==> src/rtl/muldiv_unit_pkg.sv <==
// Shared encodings for the RV32M multiply/divide unit: operation codes,
// sequencer states and the decoder's funct7 match value.
package muldiv_unit_pkg;

  typedef enum logic [2:0] {
    OP_MUL    = 3'd0,
    OP_MULH   = 3'd1,
    OP_MULHSU = 3'd2,
    OP_MULHU  = 3'd3,
    OP_DIV    = 3'd4,
    OP_DIVU   = 3'd5,
    OP_REM    = 3'd6,
    OP_REMU   = 3'd7
  } md_op_t;

  typedef enum logic [2:0] {
    ST_IDLE  = 3'd0,
    ST_MUL   = 3'd1,
    ST_DIV   = 3'd2,
    ST_FIXUP = 3'd3,
    ST_DONE  = 3'd4
  } md_state_t;

  localparam logic [6:0] MD_OPCODE_FUNCT7 = 7'b0000001;

endpackage

==> src/rtl/muldiv_unit_div_step.sv <==
// One restoring-division iteration: shift in the next dividend bit and
// subtract the divisor when it fits.
module muldiv_unit_div_step #(
  parameter int XLEN = 32
) (
  input  logic [XLEN-1:0] rem_in,
  input  logic            dividend_bit,
  input  logic [XLEN-1:0] divisor,
  output logic [XLEN-1:0] rem_out,
  output logic            quot_bit
);

  logic [XLEN:0] trial;
  logic [XLEN:0] diff;

  always_comb begin
    trial    = {rem_in, dividend_bit};
    diff     = trial - {1'b0, divisor};
    quot_bit = (trial >= {1'b0, divisor});
    rem_out  = quot_bit ? diff[XLEN-1:0] : trial[XLEN-1:0];
  end

endmodule

==> src/rtl/muldiv_unit.sv <==
// Iterative RV32M multiply/divide unit for the Execute stage: shift-add
// multiplier, restoring divider, sign fixup and a Start/Busy/Done handshake.
module muldiv_unit
  import muldiv_unit_pkg::*;
#(
  parameter int XLEN               = 32,
  parameter int MUL_BITS_PER_CYCLE = 1
) (
  input  logic            CLK,
  input  logic            RST,
  input  logic            Start,
  input  logic            Flush,
  input  logic [2:0]      MD_Op,
  input  logic [XLEN-1:0] Src_A,
  input  logic [XLEN-1:0] Src_B,
  output logic            Busy,
  output logic            Done,
  output logic [XLEN-1:0] Result
);

  localparam int MB = MUL_BITS_PER_CYCLE;
  localparam int CW = $clog2(XLEN) + 1;
  // The first iteration runs on the accepting edge, so the counter holds
  // the number of iterations still to go after that.
  localparam logic [CW-1:0]   MUL_LOAD = CW'(XLEN / MB - 1);
  localparam logic [CW-1:0]   DIV_LOAD = CW'(XLEN - 1);
  localparam logic [CW-1:0]   CNT_LAST = CW'(1);
  localparam logic [XLEN-1:0] MIN_NEG  = {1'b1, {(XLEN-1){1'b0}}};

  md_state_t         state, next_state;
  md_op_t            op_q, op_in;
  logic              neg_q;
  logic [2*XLEN-1:0] acc;
  logic [XLEN-1:0]   opnd;
  logic [CW-1:0]     cnt;

  logic              accept, is_div, is_rem, signed_div;
  logic              div_zero, overflow, special;
  logic [XLEN-1:0]   special_val;
  logic [XLEN-1:0]   cond_a, cond_b;
  logic              cond_neg;
  logic [XLEN-1:0]   ds_rem_in, ds_divisor, ds_rem_out;
  logic              ds_bit, ds_quot;
  logic [2*XLEN-1:0] mul_first, prod;
  logic [XLEN-1:0]   div_sel, fix_val;

  function automatic logic [XLEN-1:0] neg_x(input logic [XLEN-1:0] v);
    return ~v + XLEN'(1);
  endfunction

  // Retire MB multiplier bits: add multiplicand * digit to the high word,
  // then shift the whole accumulator right by MB.
  function automatic logic [2*XLEN-1:0] mul_step(input logic [2*XLEN-1:0] a,
                                                 input logic [XLEN-1:0]   mcand);
    logic [XLEN+MB-1:0] sum;
    sum = {{MB{1'b0}}, a[2*XLEN-1:XLEN]}
        + ({{MB{1'b0}}, mcand} * {{XLEN{1'b0}}, a[MB-1:0]});
    return {sum, a[XLEN-1:MB]};
  endfunction

  always_comb begin
    op_in      = md_op_t'(MD_Op);
    is_div     = MD_Op[2];
    is_rem     = MD_Op[1];
    signed_div = (op_in == OP_DIV) || (op_in == OP_REM);
    cond_a     = Src_A;
    cond_b     = Src_B;
    cond_neg   = 1'b0;
    case (op_in)
      OP_MULH, OP_DIV: begin
        cond_a   = Src_A[XLEN-1] ? neg_x(Src_A) : Src_A;
        cond_b   = Src_B[XLEN-1] ? neg_x(Src_B) : Src_B;
        cond_neg = Src_A[XLEN-1] ^ Src_B[XLEN-1];
      end
      OP_REM: begin
        cond_a   = Src_A[XLEN-1] ? neg_x(Src_A) : Src_A;
        cond_b   = Src_B[XLEN-1] ? neg_x(Src_B) : Src_B;
        cond_neg = Src_A[XLEN-1];
      end
      OP_MULHSU: begin
        cond_a   = Src_A[XLEN-1] ? neg_x(Src_A) : Src_A;
        cond_neg = Src_A[XLEN-1];
      end
      default: ;
    endcase
    div_zero = is_div && (Src_B == '0);
    overflow = signed_div && (Src_A == MIN_NEG) && (Src_B == '1);
    special  = div_zero || overflow;
    if (div_zero) special_val = is_rem ? Src_A : '1;
    else          special_val = is_rem ? '0 : Src_A;
    accept = ((state == ST_IDLE) || (state == ST_DONE)) && Start && !Flush;
  end

  // The divider step is shared between the accepting edge and the DIV state.
  always_comb begin
    ds_rem_in  = accept ? '0 : acc[2*XLEN-1:XLEN];
    ds_bit     = accept ? cond_a[XLEN-1] : acc[XLEN-1];
    ds_divisor = accept ? cond_b : opnd;
    mul_first  = mul_step({{XLEN{1'b0}}, cond_b}, cond_a);
  end

  muldiv_unit_div_step #(.XLEN(XLEN)) u_div_step (
    .rem_in       (ds_rem_in),
    .dividend_bit (ds_bit),
    .divisor      (ds_divisor),
    .rem_out      (ds_rem_out),
    .quot_bit     (ds_quot)
  );

  always_comb begin
    prod    = neg_q ? (~acc + (2*XLEN)'(1)) : acc;
    div_sel = op_q[1] ? acc[2*XLEN-1:XLEN] : acc[XLEN-1:0];
    if (op_q[2])
      fix_val = neg_q ? neg_x(div_sel) : div_sel;
    else if (op_q == OP_MUL)
      fix_val = prod[XLEN-1:0];
    else
      fix_val = prod[2*XLEN-1:XLEN];
  end

  always_ff @(posedge CLK or posedge RST) begin
    if (RST) state <= ST_IDLE;
    else     state <= next_state;
  end

  always_comb begin
    next_state = state;
    case (state)
      ST_IDLE, ST_DONE: begin
        if (accept) begin
          if (special)     next_state = ST_DONE;
          else if (is_div) next_state = ST_DIV;
          else             next_state = ST_MUL;
        end else if (state == ST_DONE) begin
          next_state = ST_IDLE;
        end
      end
      ST_MUL, ST_DIV: if (cnt == CNT_LAST) next_state = ST_FIXUP;
      ST_FIXUP:       next_state = ST_DONE;
      default:        next_state = ST_IDLE;
    endcase
    if (Flush) next_state = ST_IDLE;
  end

  always_ff @(posedge CLK or posedge RST) begin
    if (RST) begin
      op_q   <= OP_MUL;
      neg_q  <= 1'b0;
      acc    <= '0;
      opnd   <= '0;
      cnt    <= '0;
      Result <= '0;
    end else if (accept) begin
      op_q  <= op_in;
      neg_q <= cond_neg;
      cnt   <= is_div ? DIV_LOAD : MUL_LOAD;
      if (special) begin
        Result <= special_val;
      end else if (is_div) begin
        acc  <= {ds_rem_out, cond_a[XLEN-2:0], ds_quot};
        opnd <= cond_b;
      end else begin
        acc  <= mul_first;
        opnd <= cond_a;
      end
    end else if (state == ST_MUL) begin
      acc <= mul_step(acc, opnd);
      cnt <= cnt - CW'(1);
    end else if (state == ST_DIV) begin
      acc <= {ds_rem_out, acc[XLEN-2:0], ds_quot};
      cnt <= cnt - CW'(1);
    end else if ((state == ST_FIXUP) && !Flush) begin
      Result <= fix_val;
    end
  end

  assign Busy = (state == ST_MUL) || (state == ST_DIV) || (state == ST_FIXUP);
  assign Done = (state == ST_DONE);

endmodule

==> config.mk <==
export PLATFORM = sky130hd
export DESIGN_NAME = muldiv_unit
export DESIGN_NICKNAME = d
export VERILOG_FILES = /design/src/rtl/muldiv_unit_pkg.sv /design/src/rtl/muldiv_unit_div_step.sv /design/src/rtl/muldiv_unit.sv
export SDC_FILE = /design/constraint.sdc
export NUM_CORES = 1
export LEC_CHECK = 0
export ABC_CLOCK_PERIOD_IN_PS = 10700
export BUFFER_PORTS_ARGS = -buffer_cell sky130_fd_sc_hd__buf_2
export CAP_MARGIN = 25
export CORE_ASPECT_RATIO = 0.5
export CORE_MARGIN = 4
export CORE_UTILIZATION = 30
export CTS_BUF_LIST = sky130_fd_sc_hd__clkbuf_8
export CTS_CLUSTER_DIAMETER = 50
export DETAILED_ROUTE_END_ITERATION = 12
export HOLD_SLACK_MARGIN = 0.1
export SETUP_SLACK_MARGIN = 0.05
export SLEW_MARGIN = 15
export SYNTH_ARGS = -nofsm -noshare
export SYNTH_HDL_FRONTEND = slang
export SYNTH_SLANG_ARGS = --single-unit
==> constraint.sdc <==
create_clock -name CLK -period 10.7 [get_ports CLK]
set_clock_uncertainty 0.15 [all_clocks]
set_input_delay 0 -clock CLK [delete_from_list [all_inputs] [get_ports CLK]]
set_output_delay 0 -clock CLK [all_outputs]
set_load 0.01 [all_outputs]
# Word level (Yosys, flattened, before mapping)
# Index checks and enable logic that the tools add are counted.
# totals
reg_bits,141
inputBits,71
out_inout_bits,34
wordCells,105
# classes
add_sub_neg,7
multipliers,2
order_cmp,1
eq_ne,17
mux,38
bitwise_logic,6
n_reduce_logical,27
# ops
operator,count
2-to-1 mux 32 bit,20
2-to-1 mux 64 bit,6
"adder 32 x 1 -> 32 bit, second input constant",3
inverter 32 bit,3
multiplier 32 x 1 -> 33 bit,2
"adder 64 x 1 -> 64 bit, second input constant",1
"equality test 32 bit, second input constant",2
inverter 64 bit,1
adder 32 x 33 -> 33 bit,1
greater-or-equal comparator 33 x 32 -> 1 bit,1
logical NOT 32 bit,1
subtractor 32 bit,1
2-to-1 mux 6 bit,3
2-to-1 mux 3 bit,5
"equality test 3 x 2 -> 1 bit, second input constant",3
"equality test 3 bit, second input constant",3
one-hot mux 3 bit (3 select lines),1
OR reduction 2 bit,4
"equality test 3 x 1 -> 1 bit, second input constant",2
"equality test 6 x 1 -> 1 bit, second input constant",1
logical AND 1 bit,6
logical NOT 3 bit,2
"!= test 2 bit, second input constant",3
AND reduction 2 bit,3
other kinds (16),20

# Depth between registers and ports, before layout
# logic_depth
depth_word,10
ltp_mapped,22
depth_no_buf,18

# Modules after synthesis
# A second synthesis with hierarchy kept.
# unflattened
cells_unflattened,2419
hier_area_um2,17404.2
# by_module_without_submodules
mod,instances,cells_per_inst,area_per_inst_um2,seq_area_each_um2
muldiv_unit,1,2096,15073.2,3528.4
muldiv_unit_div_step,1,323,2331.0,0.0

# Worst setup path after synthesis
# OpenSTA, ideal clock, no wires.
# synth_timing
kind,register -> register
start,reg state[1]
end,reg acc[51]
setup_ns,0.126
arrival_time_ns,5.409
required_time_ns,10.424
setup_slack_ns,5.015
stages_incl_launch_ff,21
n_path_buf,8
synth_period_minus_slack_ns,5.685
path_cell_list,dfrtp_1 > clkbuf_1 > nor4b_1 > clkbuf_1 > clkbuf_1 > clkbuf_1 > clkbuf_1 > mux2i_1 > ha_1 > clkbuf_1 > nand4_1 > or3_1 > nor4_1 > nand4_1 > nand3b_1 > or2_2 > clkbuf_1 > buf_2 > mux2i_1 > mux2i_1 > a221o_1
# synth_via
elab_chain_cells,10
word_cells_on_any_way,21
cone_classes,add/sub: 1; order compare: 1; eq/ne: 4; mux: 9; reduce/logical: 6
# synth_lines
item,line_no,text
start: declaration,muldiv_unit.sv:30,"md_state_t state, next_state;"
start signal: assignment,muldiv_unit.sv:123,else state <= next_state;
equality test 3 bit or logical NOT 3 bit (tied branches),muldiv_unit.sv:91,accept = ((state == ST_IDLE) || (state == ST_DONE)) && Start && !Flush;
logical OR 1 bit,muldiv_unit.sv:91,
logical AND 1 bit (2 in series),muldiv_unit.sv:91,
"2-to-1 mux 1 bit, or another cell as far along",muldiv_unit.sv:97,ds_bit = accept ? cond_a[XLEN-1] : acc[XLEN-1];
subtractor 32 bit or greater-or-equal comparator 33 x 32 -> 1 bit (tied branches),"muldiv_unit_div_step.sv:18, muldiv_unit_div_step.sv:19",
2-to-1 mux 32 bit,muldiv_unit_div_step.sv:20,rem_out = quot_bit ? diff[XLEN-1:0] : trial[XLEN-1:0];
2-to-1 mux 64 bit (on tied branches),"muldiv_unit.sv:169, muldiv_unit.sv:159",
2-to-1 mux 64 bit (on tied branches),"muldiv_unit.sv:166, muldiv_unit.sv:157",
2-to-1 mux 64 bit,muldiv_unit.sv:153,end else if (accept) begin
end signal: assignment,muldiv_unit.sv:160,"acc <= {ds_rem_out, cond_a[XLEN-2:0], ds_quot};"
end signal: assignment,muldiv_unit.sv:167,"acc <= mul_step(acc, opnd);"
end signal: assignment,muldiv_unit.sv:170,"acc <= {ds_rem_out, acc[XLEN-2:0], ds_quot};"
end: declaration,muldiv_unit.sv:33,logic [2*XLEN-1:0] acc;
# Several ways; a longest one is shown, not always the timed one. The select of a mux whose other input is x is not followed.
# A chain may end at the register's enable or synchronous reset.

# Worst setup path after layout
# layout_timing
start,in Src_B[2]
end,reg acc[62]
# layout_via
elab_chain_cells,10
word_cells_on_any_way,20
cone_classes,add/sub: 2; order compare: 1; eq/ne: 2; mux: 9; bitwise: 1; reduce/logical: 5
# layout_lines
item,line_no,text
start: declaration,muldiv_unit.sv:15,"input logic [XLEN-1:0] Src_B,"
inverter 32 bit,muldiv_unit.sv:48,return ~v + XLEN'(1);
adder 32 x 1 -> 32 bit,muldiv_unit.sv:48,
2-to-1 mux 32 bit,"muldiv_unit.sv:72, muldiv_unit.sv:77",
2-to-1 mux 32 bit,n/a,
2-to-1 mux 32 bit,muldiv_unit.sv:98,ds_divisor = accept ? cond_b : opnd;
subtractor 32 bit or greater-or-equal comparator 33 x 32 -> 1 bit (tied branches),"muldiv_unit_div_step.sv:18, muldiv_unit_div_step.sv:19",
2-to-1 mux 32 bit,muldiv_unit_div_step.sv:20,
2-to-1 mux 64 bit (on tied branches),"muldiv_unit.sv:169, muldiv_unit.sv:159",
2-to-1 mux 64 bit (on tied branches),"muldiv_unit.sv:166, muldiv_unit.sv:157",
2-to-1 mux 64 bit,muldiv_unit.sv:153,
# Several ways; a longest one is shown, not always the timed one. The select of a mux whose other input is x is not followed.

==> run_results.csv <==
group,metric,value,unit
cts,ctsResizeCount,0,
logic_synthesis,ys_seq_area_share,20.69,%
floorplan,die-area,60950,sq um
route,wire_per_inst,23.16,um
finish,fill_cells,5891,
pwr,seq_power_share,18.5,%
logic_synthesis,synth_edf_count,0,
route,vias,18950,
finish,diodes,0,
pwr,p_switching,0.004111,W
global_route,grt_pass1_wl,111.1,mm
worst_setup_path,worstPathRequired,10910,ps
cts,clockBufferDepth,2,
route,vias_per_cell,5.880,
sta,slew_viol_final,0,
pwr,ir_drop,161.8,uV
place,numPortBuffers,104,
cts,cts_setup_buffers,0,
worst_setup_path,arrival,6460,ps
cts,cts_tree,"yes",
route,drt-initial-drc-count,2102,
route,drcViolationCount,0,
logic_synthesis,synth_top_area_share,20.69,%
finish,nNetsFinal,2599,
logic_synthesis,syn_area,17050,sq um
sta,worst_pin_slew,1101,ps
place,placed_cells,3090,
pwr,pwr-share-comb,74.3,%
logic_synthesis,avgSynthCellArea,7.102,sq um
sta,finalSetupViolCount,0,
floorplan,dieWidth,345.2,um
global_route,grt_pass1_vias,17400,
cts,cts_root_buf,"clkbuf_8",
sta,hold_viol,0,
place,gp_congestion,1.043,
finish,final_cells,3223,
pwr,power,0.007226,W
floorplan,die_y,176.6,um
min_path,hp-class,"in2reg",
logic_synthesis,synth.distinct_cells,89,
run_status,status,"complete, no violations",
finish,syn2layout_area_growth,14.13,%
logic_synthesis,synth_top_cell_by_area,"dfrtp_1",
pwr,p_clk_share,7.2,%
cts,cts_sinks,141,
worst_setup_path,crit_type,"in2reg",
place,dp_hpwl,54.60,mm
pwr,sw_frac_of_total,56.89,%
flow_run,drv_cap,0,
cts,clk_pin_slew,90,ps
cts,ctsHoldBuffers,99,
cts,worst_skew_pair.late_latency,520,ps
logic_synthesis,ys.flop_type,"dfrtp_1",
logic_synthesis,ys_warn_count,0,
pwr,power_density,371.3,nW/um^2
floorplan,start_util,30.52,%
sta,timing.setup.tns,0,ps
logic_synthesis,ys_seq_elements,141,
route,first_pass_iters,6,
worst_setup_path,crit_path_max_fanout,25,
sta,period_needed,6249,ps
finish,seq_area,3531,sq um
logic_synthesis,syn_inst,2401,
global_route,grt_max_degree,85,
pwr,leakage,7.680,nW
logic_synthesis,async_flop_share,100.0,%
finish,multiInputGateArea,12640,sq um
floorplan,core,55870,sq um
logic_synthesis,synth.area.top_cells,"dfrtp_1, a21oi_1, nor2_1",
pwr,cellInternalPower,0.003115,W
route,ant_nets,0,
sta,relSlewSlack,26.36,%
logic_synthesis,syn_nets,2545,
worst_setup_path,endpoint_kind,"flop",
cts,numCtsBuffers,17,
sta,rsz0062_at_grt,"false",
global_route,antenna_found_initial,0,
floorplan,rows,61,
route,wirelength,74.65,mm
worst_setup_path,worstSetupStartpointType,"input pin",
global_route,grtUsageTotal,23.60,%
sta,max_freq,0.1600,GHz
floorplan,num_io_pins,105,
global_route,grt-ovfl-total,0,
sta,post-route-period-util,58.40,%
cts,ctsHtreeMaxLevel,4,
finish,drive_gt1_share,9.283,%
## worst paths after layout
| check | end | startpoint | depth (start not counted) | slack [ps] |
|---|---|---|---|---|
| max reg2reg | acc[62] | state[1] | 15 | 4670 |
| max | acc[62] | Src_B[2] | 19 | 4450 |
| min in group asynchronous | Result[27] | RST | 4 | 650 |
| min reg2reg | Result[18] | Result[18] | 2 | 330 |
| max in group asynchronous | neg_q | RST | 5 | 8310 |
| min | opnd[11] | Src_B[11] | 4 | 170 |
## placed cells by master, fill, tap and decap left out, drive strengths merged, types with 28 or more instances in the layout
| cell | instances |
|---|---|
| nand2 | 264 |
| xnor2 | 109 |
| a21oi | 310 |
| nand3 | 34 |
| nor3 | 53 |
| and2 | 40 |
| ha | 71 |
| buf | 135 |
| dfrtp | 141 |
| mux2i | 82 |
| nor2b | 39 |
| dlygate4sd3 | 99 |
| o21ai | 189 |
| inv | 39 |
| a31oi | 38 |
| xor2 | 89 |
| o31ai | 33 |
| nor2 | 276 |
| a21o | 28 |
## power by group through the flow
stage	registers (W)	logic (W)	clock network (W)
final	0.00133	0.00537	0.000522
after global routing	0.00135	0.00583	0.000544
after CTS	0.00130	0.00523	0.000520
after detailed placement	0.00131	0.00517	0
after global placement	0.00131	0.00513	0
after floorplan	0.000969	0.00403	0
## registers in the layout, indices dropped and copies added, names as in the netlist
name and count:
acc 64, Result 32, opnd 32, cnt 6
op_q 3, state 3, neg_q 1
## cell type report
cell class,count,share of cell area (%)
Tap cell,756,4.860
Clock buffer,18,1.273
Clock inverter,13,0.9129
Multi-Input combinational cell,2025,64.95
Sequential cell,141,18.14
Inverter,34,0.6815
Timing Repair Buffer,236,9.181
## routing by layer
metal	GRT usage [%]	up-vias	part of all wire [%]
li1	-	8741	-
met1	33.25	8979	44
met2	35.31	1088	42
met3	5.755	142	11
met4	7.731	0	3.2
met5	0	-	0
## synthesized netlist by cell type, drive strengths merged (40+ instances only)
master    n
nand2   264
nor2    276
xor2     89
dfrtp   141
xnor2   109
o21ai   189
mux2i    82
clkbuf  167
nor3     53
a21oi   310
and2     40
ha       71
## cell families after synthesis
family	after synthesis	synth area share (%)
AOI/OAI and AO/OA	768	27.10
xor gates and xnor gates	198	10.17
adders and majority gates	92	6.560
buffers and inverters	235	5.335
DFF	141	20.69
muxes	101	6.068
and+or+nand+nor	866	24.08
## metrics by stage
step                      instance area [sq um]  hold WS (ps)  utilization (%)  setup slack [ps]
after floorplan                           17050        -83.81                -              5015
after global placement                    17980         66.21            32.19              4395
after detailed placement                  18010         78.74            32.23              4692
after CTS                                 19420         123.6            34.77              4643
after global routing                      19460         144.6            34.83              4111
final                                     19460         169.0            34.83              4451
## critical path, cell delays in order
cell	delay (ps)
dlygate4sd3_1	530
buf_2	160
or4_1	570
or4_1	660
or2_2	380
o41ai_1	350
xnor2_1	240
mux2i_1	230
ha_1	480
nand4_1	220
or3_1	410
nor4_1	440
nand4_1	140
nand3b_1	180
or2_2	570
nor3_1	220
buf_2	240
a221oi_1	320
o22ai_1	100
Power figures use the tool's default switching activity.
